File: src/rtl/mc_pkg.sv
// mc_pkg: shared encodings for the multicycle controller.
// FSM state enum, datapath mux select codes, ALUOp / ALUControl codes,
// supported opcodes and the immediate-format decode helper.
package mc_pkg;

  typedef enum logic [3:0] {
    FETCH,
    DECODE,
    MEMADR,
    MEMREAD,
    MEMWB,
    MEMWRITE,
    EXECUTER,
    EXECUTEI,
    ALUWB,
    BEQ,
    JAL
  } statetype_t;

  // ResultSrc encodings
  localparam logic [1:0] RES_ALUOUT    = 2'b00;
  localparam logic [1:0] RES_DATA      = 2'b01;
  localparam logic [1:0] RES_ALURESULT = 2'b10;

  // ALUSrcA encodings
  localparam logic [1:0] SRCA_PC    = 2'b00;
  localparam logic [1:0] SRCA_OLDPC = 2'b01;
  localparam logic [1:0] SRCA_RS1   = 2'b10;

  // ALUSrcB encodings
  localparam logic [1:0] SRCB_RS2  = 2'b00;
  localparam logic [1:0] SRCB_IMM  = 2'b01;
  localparam logic [1:0] SRCB_FOUR = 2'b10;

  // ALUOp encodings (main FSM to aludec)
  localparam logic [1:0] ALUOP_ADD   = 2'b00;
  localparam logic [1:0] ALUOP_SUB   = 2'b01;
  localparam logic [1:0] ALUOP_FUNCT = 2'b10;

  // ALUControl encodings
  localparam logic [3:0] ALU_ADD  = 4'b0000;
  localparam logic [3:0] ALU_SUB  = 4'b0001;
  localparam logic [3:0] ALU_AND  = 4'b0010;
  localparam logic [3:0] ALU_OR   = 4'b0011;
  localparam logic [3:0] ALU_XOR  = 4'b0100;
  localparam logic [3:0] ALU_SLT  = 4'b0101;
  localparam logic [3:0] ALU_SLL  = 4'b0110;
  localparam logic [3:0] ALU_SLTU = 4'b0111;
  localparam logic [3:0] ALU_SRL  = 4'b1000;
  localparam logic [3:0] ALU_SRA  = 4'b1001;

  // Supported opcodes
  localparam logic [6:0] OP_LOAD   = 7'b0000011;
  localparam logic [6:0] OP_STORE  = 7'b0100011;
  localparam logic [6:0] OP_RTYPE  = 7'b0110011;
  localparam logic [6:0] OP_ITYPE  = 7'b0010011;
  localparam logic [6:0] OP_BRANCH = 7'b1100011;
  localparam logic [6:0] OP_JAL    = 7'b1101111;

  // Immediate formats
  localparam logic [2:0] IMM_I = 3'b000;
  localparam logic [2:0] IMM_S = 3'b001;
  localparam logic [2:0] IMM_B = 3'b010;
  localparam logic [2:0] IMM_J = 3'b011;

  // Immediate format for an opcode; unknown opcodes fall back to I-type
  function automatic logic [2:0] imm_sel(input logic [6:0] op);
    case (op)
      OP_STORE:  imm_sel = IMM_S;
      OP_BRANCH: imm_sel = IMM_B;
      OP_JAL:    imm_sel = IMM_J;
      default:   imm_sel = IMM_I;
    endcase
  endfunction

endpackage

File: src/rtl/mc_aludec.sv
// aludec: ALU operation decode from ALUOp and the instruction fields.
// op5 separates R-type sub from I-type addi (instr[30] is part of the
// immediate for addi); funct7b5 separates sra/srai from srl/srli.
module aludec
  import mc_pkg::*;
(
  input  logic [1:0] ALUOp,
  input  logic       op5,
  input  logic [2:0] funct3,
  input  logic       funct7b5,
  output logic [3:0] ALUControl
);

  // Select the ALU operation; fixed add/sub unless the FSM asks for funct decode
  always_comb begin
    ALUControl = ALU_ADD;
    case (ALUOp)
      ALUOP_ADD: ALUControl = ALU_ADD;
      ALUOP_SUB: ALUControl = ALU_SUB;
      default: begin
        case (funct3)
          3'b000:  ALUControl = (op5 & funct7b5) ? ALU_SUB : ALU_ADD;
          3'b001:  ALUControl = ALU_SLL;
          3'b010:  ALUControl = ALU_SLT;
          3'b011:  ALUControl = ALU_SLTU;
          3'b100:  ALUControl = ALU_XOR;
          3'b101:  ALUControl = funct7b5 ? ALU_SRA : ALU_SRL;
          3'b110:  ALUControl = ALU_OR;
          default: ALUControl = ALU_AND;
        endcase
      end
    endcase
  end

endmodule

File: src/rtl/mc_mainfsm.sv
// mainfsm: state register, next-state logic and per-state Moore outputs
// of the multicycle controller.
// Optional MC_MEMREADY_EN: adds MemReady; FETCH, MEMREAD and MEMWRITE then
// hold until memory accepts. Without it those states take one cycle.
module mainfsm
  import mc_pkg::*;
(
  input  logic       clk,
  input  logic       reset,
  input  logic [6:0] op,
`ifdef MC_MEMREADY_EN
  input  logic       MemReady,
`endif
  output statetype_t state,
  output logic       Branch,
  output logic       PCUpdate,
  output logic       AdrSrc,
  output logic       MemWrite,
  output logic       IRWrite,
  output logic [1:0] ResultSrc,
  output logic [1:0] ALUSrcA,
  output logic [1:0] ALUSrcB,
  output logic       RegWrite,
  output logic [1:0] ALUOp,
  output logic       InstrDone,
  output logic       Illegal
);

  statetype_t state_reg;
  statetype_t state_next;
  logic       mem_ready;

`ifdef MC_MEMREADY_EN
  assign mem_ready = MemReady;
`else
  assign mem_ready = 1'b1;
`endif

  assign state = state_reg;

  // State register; reset always restarts at an instruction fetch
  always_ff @(posedge clk) begin
    if (reset) state_reg <= FETCH;
    else       state_reg <= state_next;
  end

  // Next state and per-state outputs; reset suppresses every enable
  always_comb begin
    state_next = FETCH;
    Branch     = 1'b0;
    PCUpdate   = 1'b0;
    AdrSrc     = 1'b0;
    MemWrite   = 1'b0;
    IRWrite    = 1'b0;
    ResultSrc  = RES_ALUOUT;
    ALUSrcA    = SRCA_PC;
    ALUSrcB    = SRCB_RS2;
    RegWrite   = 1'b0;
    ALUOp      = ALUOP_ADD;
    InstrDone  = 1'b0;
    Illegal    = 1'b0;
    case (state_reg)
      FETCH: begin
        // op is not valid yet here, so nothing below looks at it
        IRWrite    = mem_ready;
        PCUpdate   = mem_ready;
        ALUSrcB    = SRCB_FOUR;
        ResultSrc  = RES_ALURESULT;
        state_next = mem_ready ? DECODE : FETCH;
      end
      DECODE: begin
        // ALU precomputes the branch/jump target OldPC + imm
        ALUSrcA = SRCA_OLDPC;
        ALUSrcB = SRCB_IMM;
        case (op)
          OP_LOAD, OP_STORE: state_next = MEMADR;
          OP_RTYPE:          state_next = EXECUTER;
          OP_ITYPE:          state_next = EXECUTEI;
          OP_BRANCH:         state_next = BEQ;
          OP_JAL:            state_next = JAL;
          default: begin
            state_next = FETCH;
            Illegal    = 1'b1;
            InstrDone  = 1'b1;
          end
        endcase
      end
      MEMADR: begin
        ALUSrcA    = SRCA_RS1;
        ALUSrcB    = SRCB_IMM;
        state_next = op[5] ? MEMWRITE : MEMREAD;
      end
      MEMREAD: begin
        AdrSrc     = 1'b1;
        state_next = mem_ready ? MEMWB : MEMREAD;
      end
      MEMWB: begin
        ResultSrc  = RES_DATA;
        RegWrite   = 1'b1;
        InstrDone  = 1'b1;
        state_next = FETCH;
      end
      MEMWRITE: begin
        // write strobe stays up while memory stalls; done only on accept
        AdrSrc     = 1'b1;
        MemWrite   = 1'b1;
        InstrDone  = mem_ready;
        state_next = mem_ready ? FETCH : MEMWRITE;
      end
      EXECUTER: begin
        ALUSrcA    = SRCA_RS1;
        ALUOp      = ALUOP_FUNCT;
        state_next = ALUWB;
      end
      EXECUTEI: begin
        ALUSrcA    = SRCA_RS1;
        ALUSrcB    = SRCB_IMM;
        ALUOp      = ALUOP_FUNCT;
        state_next = ALUWB;
      end
      ALUWB: begin
        RegWrite   = 1'b1;
        InstrDone  = 1'b1;
        state_next = FETCH;
      end
      BEQ: begin
        ALUSrcA    = SRCA_RS1;
        ALUOp      = ALUOP_SUB;
        Branch     = 1'b1;
        InstrDone  = 1'b1;
        state_next = FETCH;
      end
      JAL: begin
        // PC takes the target held in ALUOut; ALU forms the link OldPC + 4
        ALUSrcA    = SRCA_OLDPC;
        ALUSrcB    = SRCB_FOUR;
        PCUpdate   = 1'b1;
        state_next = ALUWB;
      end
      default: state_next = FETCH;
    endcase
    if (reset) begin
      Branch    = 1'b0;
      PCUpdate  = 1'b0;
      MemWrite  = 1'b0;
      IRWrite   = 1'b0;
      RegWrite  = 1'b0;
      InstrDone = 1'b0;
      Illegal   = 1'b0;
    end
  end

endmodule

File: src/rtl/mc_controller.sv
// mc_controller: multicycle RISC-V control unit (lw, sw, R, I, beq, jal).
// Combines the main FSM, the ALU decoder, the immediate-format decode and
// the PC write enable. All outputs are combinational; none are registered.
// Optional MC_MEMREADY_EN: adds the MemReady input for stalling memory.
module mc_controller
  import mc_pkg::*;
(
  input  logic       clk,
  input  logic       reset,
  input  logic [6:0] op,
  input  logic [2:0] funct3,
  input  logic       funct7b5,
  input  logic       Zero,
`ifdef MC_MEMREADY_EN
  input  logic       MemReady,
`endif
  output logic       PCWrite,
  output logic       AdrSrc,
  output logic       MemWrite,
  output logic       IRWrite,
  output logic [1:0] ResultSrc,
  output logic [1:0] ALUSrcA,
  output logic [1:0] ALUSrcB,
  output logic       RegWrite,
  output logic [2:0] ImmSrc,
  output logic [3:0] ALUControl,
  output logic       InstrDone,
  output logic       Illegal
);

  statetype_t state;
  logic       branch;
  logic       pc_update;
  logic [1:0] alu_op;

  mainfsm u_mainfsm (
    .clk       (clk),
    .reset     (reset),
    .op        (op),
`ifdef MC_MEMREADY_EN
    .MemReady  (MemReady),
`endif
    .state     (state),
    .Branch    (branch),
    .PCUpdate  (pc_update),
    .AdrSrc    (AdrSrc),
    .MemWrite  (MemWrite),
    .IRWrite   (IRWrite),
    .ResultSrc (ResultSrc),
    .ALUSrcA   (ALUSrcA),
    .ALUSrcB   (ALUSrcB),
    .RegWrite  (RegWrite),
    .ALUOp     (alu_op),
    .InstrDone (InstrDone),
    .Illegal   (Illegal)
  );

  aludec u_aludec (
    .ALUOp      (alu_op),
    .op5        (op[5]),
    .funct3     (funct3),
    .funct7b5   (funct7b5),
    .ALUControl (ALUControl)
  );

  // Immediate format from the opcode; held at I-type in FETCH where op is stale
  always_comb begin
    ImmSrc = IMM_I;
    if (state != FETCH) ImmSrc = imm_sel(op);
  end

  // Branch and PCUpdate are already cleared by the FSM during reset
  assign PCWrite = (branch & Zero) | pc_update;

endmodule

File: config.mk
export PLATFORM = sky130hd
export DESIGN_NAME = mc_controller
export DESIGN_NICKNAME = d
export VERILOG_FILES = /design/src/rtl/mc_pkg.sv /design/src/rtl/mc_aludec.sv /design/src/rtl/mc_mainfsm.sv /design/src/rtl/mc_controller.sv
export SDC_FILE = /design/constraint.sdc
export NUM_CORES = 1
export LEC_CHECK = 0
export ABC_CLOCK_PERIOD_IN_PS = 3330
export CORE_MARGIN = 2
export CORE_UTILIZATION = 41
export DETAILED_ROUTE_END_ITERATION = 10
export PLACE_DENSITY = 0.85
export REMOVE_ABC_BUFFERS = 1
export SLEW_MARGIN = 20
export SYNTH_ARGS = -nofsm -noshare
export SYNTH_HDL_FRONTEND = slang
export SYNTH_HIERARCHICAL = 1
export SYNTH_SLANG_ARGS = --single-unit
File: constraint.sdc
create_clock -name clk -period 3.33 [get_ports clk]
set_input_delay 0.333 -clock clk [delete_from_list [all_inputs] [get_ports clk]]
set_output_delay 0.333 -clock clk [all_outputs]
set_load 0.01 [all_outputs]
==> flow_metrics.tcl, run 1 <==
set metrics [dict create \
    drc 0 \
    fin_util_pct 65.6 \
    drt-wirelength-per-cell_um 13.4 \
    fin_area_um2 953 \
    numCtsBuffers 3 \
    clock_skew_ns 0.000527 \
    synth-edff-count 0 \
    dr_total_vias 763 \
    grt_pass1_vias 700 \
    ir_worst_vdd_mv 0.113 \
    status "finished, final reports clean" \
    syn_inst 87 \
    final_cell_mix "clkdlybuf4s50_1, or3_1, nor2_1, nor3_1, o21ai_0" \
    routed_wirelength_um 1760 \
    die_h_um 42.8 \
    crit_slowest_cell "dfxtp_1" \
    drive_gt1_share_pct 6.90 \
    hold_ws_ns 0.721 \
    fmax_mhz 369 \
    io_buffer_count 32 \
    nets 132 \
    postCtsSetupRepairBufs 0 \
    die-area_um2 1830 \
    die_w_um 42.8 \
    p_per_area_nw_per_um2 192 \
    htree_levels 1 \
    place_area_um2 931 \
    period_needed_ns 2.71 \
    synth_flop_cell "dfxtp_1" \
    cts-hold-fix-buffers 0 \
    boundaryPins 34 \
    power_uw 183 \
    cts_num_sinks 4 \
    hold_class "register to register" \
    antenna_found_initial 0 \
    grt_max_degree 19 \
    ys_warn_count 6 \
    cts-root-buf "clkbuf_4" \
    critical_path_class "register to output port" \
    cp_max_fo 17 \
    dp_hpwl_um 1260 \
    finalHoldViolCount 0 \
    vias_per_cell 5.78 \
    cts_tree "built" \
    grt_pass1_wl_um 3110 \
    num_rows 14 \
    clockBufferDepth 2 \
    drt_iter0_drc 14 \
    largest_register_ffs 4 \
    diodes 0 \
    setup_tns_ns 0 \
    cts_resized 0 \
    ant_nets 0 \
    path_delay_family "simple AND/OR/NAND/NOR gates" \
    coreArea_um2 1450 \
    cap_violations 0 \
    syn_avg_cell_area_um2 7.10 \
    path_cells "nand2b_1 > or4_1 > o21ai_1 > clkdlybuf4s50_1" \
    grt_remaining_overflow 0 \
    syn2layout_area_growth_pct 54.3 \
    ys_seq_elements 4 \
    seq_area_frac_synth_pct 13.0 \
    layout_worst_path_cycle_share_pct 81.4 \
    critPathBufInv 1 \
    relSlewSlack_pct 60.9 \
    cp-end-kind "output port" \
    cp_slowest_stage_delay_ns 0.67 \
    cp-start-kind "register" \
    final_common_cell "clkdlybuf4s50_1" \
    async_flop_share_pct 0 \
    initial_utilization_pct 42.5 \
    crit_arrival_ns 2.38 \
    worstMarginPinSlew_ns 0.585 \
    crit_required_ns 3.00 \
    clk_pin_slew_ns 0.04 \
    gp_congestion 0.796 \
    clock_latency_ns 0.23 \
    grt_usage_pct 21.4 \
    finalSetupViolCount 0 \
    rsz0062_at_grt "false" \
    leakage_uw 0.000332 \
    slew_viol_final 0 \
    synth_area_um2 618 \
    drt_pre_antenna_iters 4 \
    ys_types 43 \
]
power by group:
group	switching [µW]	internal, µW
Sequential	5.29	49.3
Combinational	29.7	40.4
Clock	18.5	40.2
per-layer routing:
layer / global-route usage (%) / up-vias / part of all wire [%]
li1: - / 388 / -
met1: 27.9 / 356 / 42
met2: 36.4 / 19 / 53
met3: 1.70 / 0 / 4.3
met4: 7.50 / 0 / 0
met5: 0 / - / 0
metrics by stage:
stage	setup WS, ns	instances
after CTS	0.613	132
final	0.619	132
after global placement	0.831	129
after global routing	0.436	132
after detailed placement	0.774	129
after floorplan	1.59	81
worst reg2reg max path, stage by stage (launching register included):
cell and delay, ns:
dfxtp_1 0.67, or4b_1 0.48, or4_1 0.44, a211oi_1 0.26
synthesized netlist by cell type, drive strengths merged, types with 2 or more instances:
cell type / number / area [µm²]
xnor2: 2 / 17.5
nor4: 4 / 25.0
dfxtp: 4 / 80.1
buf: 3 / 16.3
nor2b: 4 / 25.0
inv: 2 / 7.51
a21oi: 2 / 10.0
clkbuf: 3 / 11.3
a211o: 2 / 17.5
xor2: 3 / 26.3
o21ai: 6 / 30.0
nor3: 6 / 30.0
nand4b: 2 / 17.5
nor2: 6 / 22.5
nand2: 2 / 7.51
nor3b: 2 / 15.0
or4: 2 / 15.0
or3: 6 / 37.5
nand2b: 4 / 25.0
a211oi: 3 / 27.5
cells by family (layout without fill, tap and decap cells):
family / Yosys count / after routing / synth area share (%)
flops: 4 / 4 / 13.0
compound gates: 20 / 20 / 22.9
other cells: 1 / 1 / 0.607
xor+xnor: 5 / 5 / 7.09
mux: 2 / 2 / 3.44
simple gates: 47 / 47 / 47.4
buf+inv: 8 / 37 / 5.67
cell type report:
type	instances	area, µm²
Clock buffer	3	22.5
Fill cell	147	500
Inverter	2	7.51
Multi-Input combinational cell	75	503
Sequential cell	4	80.1
Tap cell	16	20.0
Timing Repair Buffer	32	320
worst paths after layout:
kind                                         start                  to  slack [ns]  cells past startpoint
worst max register to register  u_mainfsm/state[0]  u_mainfsm/state[3]        1.38                      3
worst min register to register  u_mainfsm/state[0]  u_mainfsm/state[0]        0.72                      1
worst min-delay path            u_mainfsm/state[0]  u_mainfsm/state[0]        0.72                      1
worst max-delay path            u_mainfsm/state[0]           InstrDone        0.62                      4
(Power assumes the default switching activity.)
==> run 2, diff against run 1 <==
--- a/config.mk
+++ b/config.mk
@@ -5,11 +5,11 @@
 export SDC_FILE = /design/constraint.sdc
 export NUM_CORES = 1
 export LEC_CHECK = 0
-export ABC_CLOCK_PERIOD_IN_PS = 3330
+export ABC_CLOCK_PERIOD_IN_PS = 2500
 export CORE_MARGIN = 2
-export CORE_UTILIZATION = 41
+export CORE_UTILIZATION = 38
 export DETAILED_ROUTE_END_ITERATION = 10
-export PLACE_DENSITY = 0.85
+export PLACE_DENSITY = 0.8
 export REMOVE_ABC_BUFFERS = 1
 export SLEW_MARGIN = 20
 export SYNTH_ARGS = -nofsm -noshare
==> constraint.sdc (replaced) <==
create_clock -name clk -period 2.5 [get_ports clk]
set_input_delay 0.25 -clock clk [delete_from_list [all_inputs] [get_ports clk]]
set_output_delay 0.25 -clock clk [all_outputs]
set_load 0.01 [all_outputs]
==> run 2 against run 1 <==
Effect of this change: non-clock buffer count rose by 4; die area increased by 7.2%; routed wire length grew 3.2%; count of clock-buffer cells in the layout unchanged; highest routed layer is now met4.
==> flow_metrics.tcl, run 2 (synthesized netlist as in run 1, its figures left out) <==
set metrics [dict create \
    status "finished, final reports clean" \
    finalHoldViolCount 0 \
    syn2layout_area_growth_pct 59.3 \
    layout_worst_path_cycle_share_pct 93.0 \
    slew_viol_final 0 \
    htree_levels 1 \
    p_per_area_nw_per_um2 252 \
    drive_gt1_share_pct 10.8 \
    leakage_uw 0.000353 \
    cts_tree "built" \
    numCtsBuffers 3 \
    setup_tns_ns 0 \
    dr_total_vias 799 \
    boundaryPins 34 \
    diodes 0 \
    ir_worst_vdd_mv 0.205 \
    hold_class "register to register" \
    rsz0062_at_grt "false" \
    fmax_mhz 430 \
    vias_per_cell 5.88 \
    power_uw 248 \
    grt_pass1_vias 746 \
    num-fill-cells 158 \
    grt_max_degree 19 \
    grt_remaining_overflow 0 \
    clockBufferDepth 2 \
    period_needed_ns 2.33 \
    gp_congestion 0.773 \
    final_cell_mix "clkdlybuf4s50_1, or3_1, nor2_1, nor3_1, o21ai_0" \
    place_area_um2 961 \
    cts-hold-fix-buffers 0 \
    cp_max_fo 3 \
    final_cells 136 \
    dp_slack_ns 0.194 \
    routed_wirelength_um 1820 \
    postCtsSetupRepairBufs 0 \
    clock_skew_ns 0.000817 \
    drt_iter0_drc 15 \
    die_h_um 44.3 \
    coreArea_um2 1520 \
    ant_nets 0 \
    dp_hpwl_um 1350 \
    drt-wirelength-per-cell_um 13.4 \
    cap_violations 0 \
    crit_required_ns 2.25 \
    crit_arrival_ns 2.08 \
    cp-start-kind "input port" \
    final_common_cell "clkdlybuf4s50_1" \
    dp_cells 133 \
    finalSetupViolCount 0 \
    grt_pass1_wl_um 3120 \
    antenna_found_initial 0 \
    largest_register_ffs 4 \
    die_w_um 44.3 \
    cp-end-kind "output port" \
    die-area_um2 1970 \
    worst_slack_ns 0.175 \
    critical_path_class "input port to output port" \
    clock_latency_ns 0.23 \
    nets 136 \
    io_buffer_count 32 \
    clk_pin_slew_ns 0.04 \
    drc 0 \
    num_rows 14 \
    drt_pre_antenna_iters 4 \
    fin_area_um2 985 \
    initial_utilization_pct 40.6 \
    cts-root-buf "clkbuf_4" \
    grt_usage_pct 20.2 \
    cts_num_sinks 4 \
]
[run 2: cell types whose count changed in the layout (fill, tap and decap cells not counted)]
cell,before,now
dfxtp_2,0,1
dfxtp_1,4,3
buf_4,0,4
[run 2: area by class of cell]
cell class	instances	area, µm²	share of cell area (%)
tap	16	20.0	2.03
inverter	2	7.51	0.762
timing repair buffer	36	350	35.6
clock buffer	3	22.5	2.29
multi-input combinational	75	503	51.1
sequential	4	81.3	8.26
[run 2: path summary, 6_finish.rpt]
path,start,end,slack [ns],depth (start not counted)
worst max-delay path,op[2],InstrDone,0.17,5
worst min-delay path,u_mainfsm/state[0],u_mainfsm/state[0],0.66,2
worst min register to register,u_mainfsm/state[0],u_mainfsm/state[0],0.66,2
worst max register to register,u_mainfsm/state[3],u_mainfsm/state[3],0.77,3
[run 2: routing by layer]
layer	global-route usage, %	part of all wire [%]	up-vias
met5	0	0	-
met4	5.45	0.88	0
met3	2.04	4.3	2
met2	38.5	50	24
met1	23.6	45	377
li1	-	-	396
[run 2: critical path, stage by stage]
cell and delay [ns]:
clkdlybuf4s50_1 0.45, or3_1 0.43, a211oi_1 0.35, o21ai_1 0.11, clkdlybuf4s50_1 0.49
[run 2: what timing repair did]
action | in CTS | in global routing
gates resized for setup | 0 | 1
endpoints found under the hold margin | 0 | 0
setup endpoints to repair | 0 | 2
[run 2: where the power goes]
part	internal, µW	switching, µW	total, µW
sequential	65.7	1.33	67.1
combinational	57.6	46.4	104
clock	53.5	23.2	76.7
[run 2: stage by stage]
stage,hold WS (ns),utilization [%]
detailed placement,0.657,63.1
CTS,0.665,64.5
global route,0.723,64.6
finish,0.664,64.6
floorplan,0.323,-
global placement,0.635,63.1
==> run 3, diff against run 2 <==
--- a/config.mk
+++ b/config.mk
@@ -10,7 +10,7 @@
 export CORE_UTILIZATION = 38
 export DETAILED_ROUTE_END_ITERATION = 10
 export PLACE_DENSITY = 0.8
-export REMOVE_ABC_BUFFERS = 1
+export RECOVER_POWER = 50
 export SLEW_MARGIN = 20
 export SYNTH_ARGS = -nofsm -noshare
 export SYNTH_HDL_FRONTEND = slang
==> run 3 against run 2 <==
Effect of this change: clock skew increased by 0.0090 ns; sequential power about the same; final area is 0.25% lower; utilization decreased by 0.16 points; critical path depth unchanged; highest routed layer unchanged.
==> flow_metrics.tcl, run 3 (synthesized netlist as in run 1, its figures left out) <==
set metrics [dict create \
    setup_tns_ns 0 \
    die_w_um 44.3 \
    antenna_found_initial 0 \
    worstMarginPinSlew_ns 0.500 \
    layout_worst_path_cycle_share_pct 93.9 \
    cts-root-buf "clkbuf_4" \
    hold_class "register to register" \
    ant_nets 0 \
    io_buffer_count 32 \
    num_rows 14 \
    clock_latency_ns 0.26 \
    cap_violations 0 \
    grt_pass1_vias 680 \
    cts_tree "built" \
    status "finished, final reports clean" \
    clock_skew_ns 0.00986 \
    critical_path_class "input port to output port" \
    grt_remaining_overflow 0 \
    fmax_mhz 426 \
    drt_pre_antenna_iters 4 \
    cp-end-kind "output port" \
    die-area_um2 1970 \
    syn2layout_area_growth_pct 58.9 \
    syn_nets 101 \
    leakage_uw 0.000361 \
    nets 136 \
    boundaryPins 34 \
    rsz0062_at_grt "false" \
    final_common_cell "clkdlybuf4s50_1" \
    largest_register_ffs 4 \
    diodes 0 \
    routed_wirelength_um 1740 \
    cp-start-kind "input port" \
    crit_required_ns 2.25 \
    relSlewSlack_pct 66.4 \
    drive_gt1_share_pct 10.8 \
    postCtsSetupRepairBufs 0 \
    fin_area_um2 982 \
    p_seq_share_pct 26.0 \
    cts_num_sinks 4 \
    cp_max_fo 7 \
    finalSetupViolCount 0 \
    htree_levels 1 \
    gp_congestion 0.825 \
    grt_usage_pct 20.4 \
    p_per_area_nw_per_um2 262 \
    grt_pass1_wl_um 2970 \
    slew_viol_final 0 \
    period_needed_ns 2.35 \
    pwr-share-clk_pct 34.7 \
    die_h_um 44.3 \
    drt-wirelength-per-cell_um 12.8 \
    dr_total_vias 765 \
    initial_utilization_pct 40.6 \
    clk_pin_slew_ns 0.04 \
    drc 0 \
    grt_max_degree 19 \
    vias_per_cell 5.63 \
    intPower_uw 175 \
    comb_power_share_pct 39.3 \
    drt_iter0_drc 12 \
    final_cell_mix "clkdlybuf4s50_1, or3_1, dlygate4sd3_1, nor2_1, nor3_1" \
    dp_hpwl_um 1270 \
    ir_worst_vdd_mv 0.215 \
    p_switching_uw 81.8 \
    num-fill-cells 143 \
    finalHoldViolCount 0 \
    place_area_um2 961 \
    p_sw_share_pct 31.8 \
    crit_arrival_ns 2.10 \
    coreArea_um2 1520 \
    clockBufferDepth 2 \
    numCtsBuffers 3 \
]
==> run 3: cell types whose count changed in the layout (fill, tap and decap cells not counted), sizes merged <==
cell / delta
clkdlybuf4s50: -6
dlygate4sd3: +6
clkbuf: +1
buf: -1
==> run 3: critical path: stages <==
cell and delay (ns):
clkdlybuf4s50_1 0.52, or3_1 0.43, a211oi_1 0.33, o21ai_1 0.09, clkdlybuf4s50_1 0.48
==> run 3: metrics by stage <==
step / setup slack (ns) / std cells / hold WS [ns] / utilization [%] / power [µW]
floorplan: 0.944 / 87 / 0.323 / - / 112
global route: 0.00710 / 136 / 0.738 / 64.4 / 273
CTS: 0.140 / 136 / 0.650 / 64.5 / 261
finish: 0.152 / 136 / 0.705 / 64.4 / 257
global placement: 0.209 / 133 / 0.640 / 63.1 / 169
detailed placement: 0.154 / 133 / 0.642 / 63.1 / 171
==> run 3: final timing paths <==
check / slack (ns) / cells past startpoint / startpoint / endpoint
setup reg to reg: 0.72 / 4 / u_mainfsm/state[0] / u_mainfsm/state[3]
hold reg to reg: 0.71 / 3 / u_mainfsm/state[1] / u_mainfsm/state[3]
setup / recovery: 0.15 / 5 / op[3] / InstrDone
hold / removal: 0.71 / 3 / u_mainfsm/state[1] / u_mainfsm/state[3]
==> run 3: final cells by class <==
class / count / area (µm²) / area share (%)
multi-input cells: 75 / 503 / 51.2
repair buffers: 36 / 348 / 35.4
flip-flops and latches: 4 / 81.3 / 8.28
clock buffers: 3 / 22.5 / 2.29
well taps: 16 / 20.0 / 2.04
inverters: 2 / 7.51 / 0.764
==> run 3: metal layers <==
metal	vias up	global-route usage (%)	wire (µm)
met5	-	0	0
met4	0	10.9	30
met3	4	4.90	76
met2	15	32.1	855
met1	353	25.7	778
li1	393	-	-
==> run 3: repair_timing <==
item                                    in CTS  in global routing
resized for setup                            0                  1
endpoints found under the hold margin        0                  0
endpoints found under the setup margin       0                  1
hold buffers                                 0                  0
==> run 3: power groups by stage <==
stage / Sequential (µW) / Clock [µW] / Combinational, µW
3_3_place_gp: 67.9 / 0 / 101
5_1_grt: 67.1 / 94.2 / 111
3_5_place_dp: 67.9 / 0 / 103
2_1_floorplan: 68.5 / 0 / 43.6
4_1_cts: 66.9 / 91.0 / 104
6_report: 66.9 / 89.1 / 101
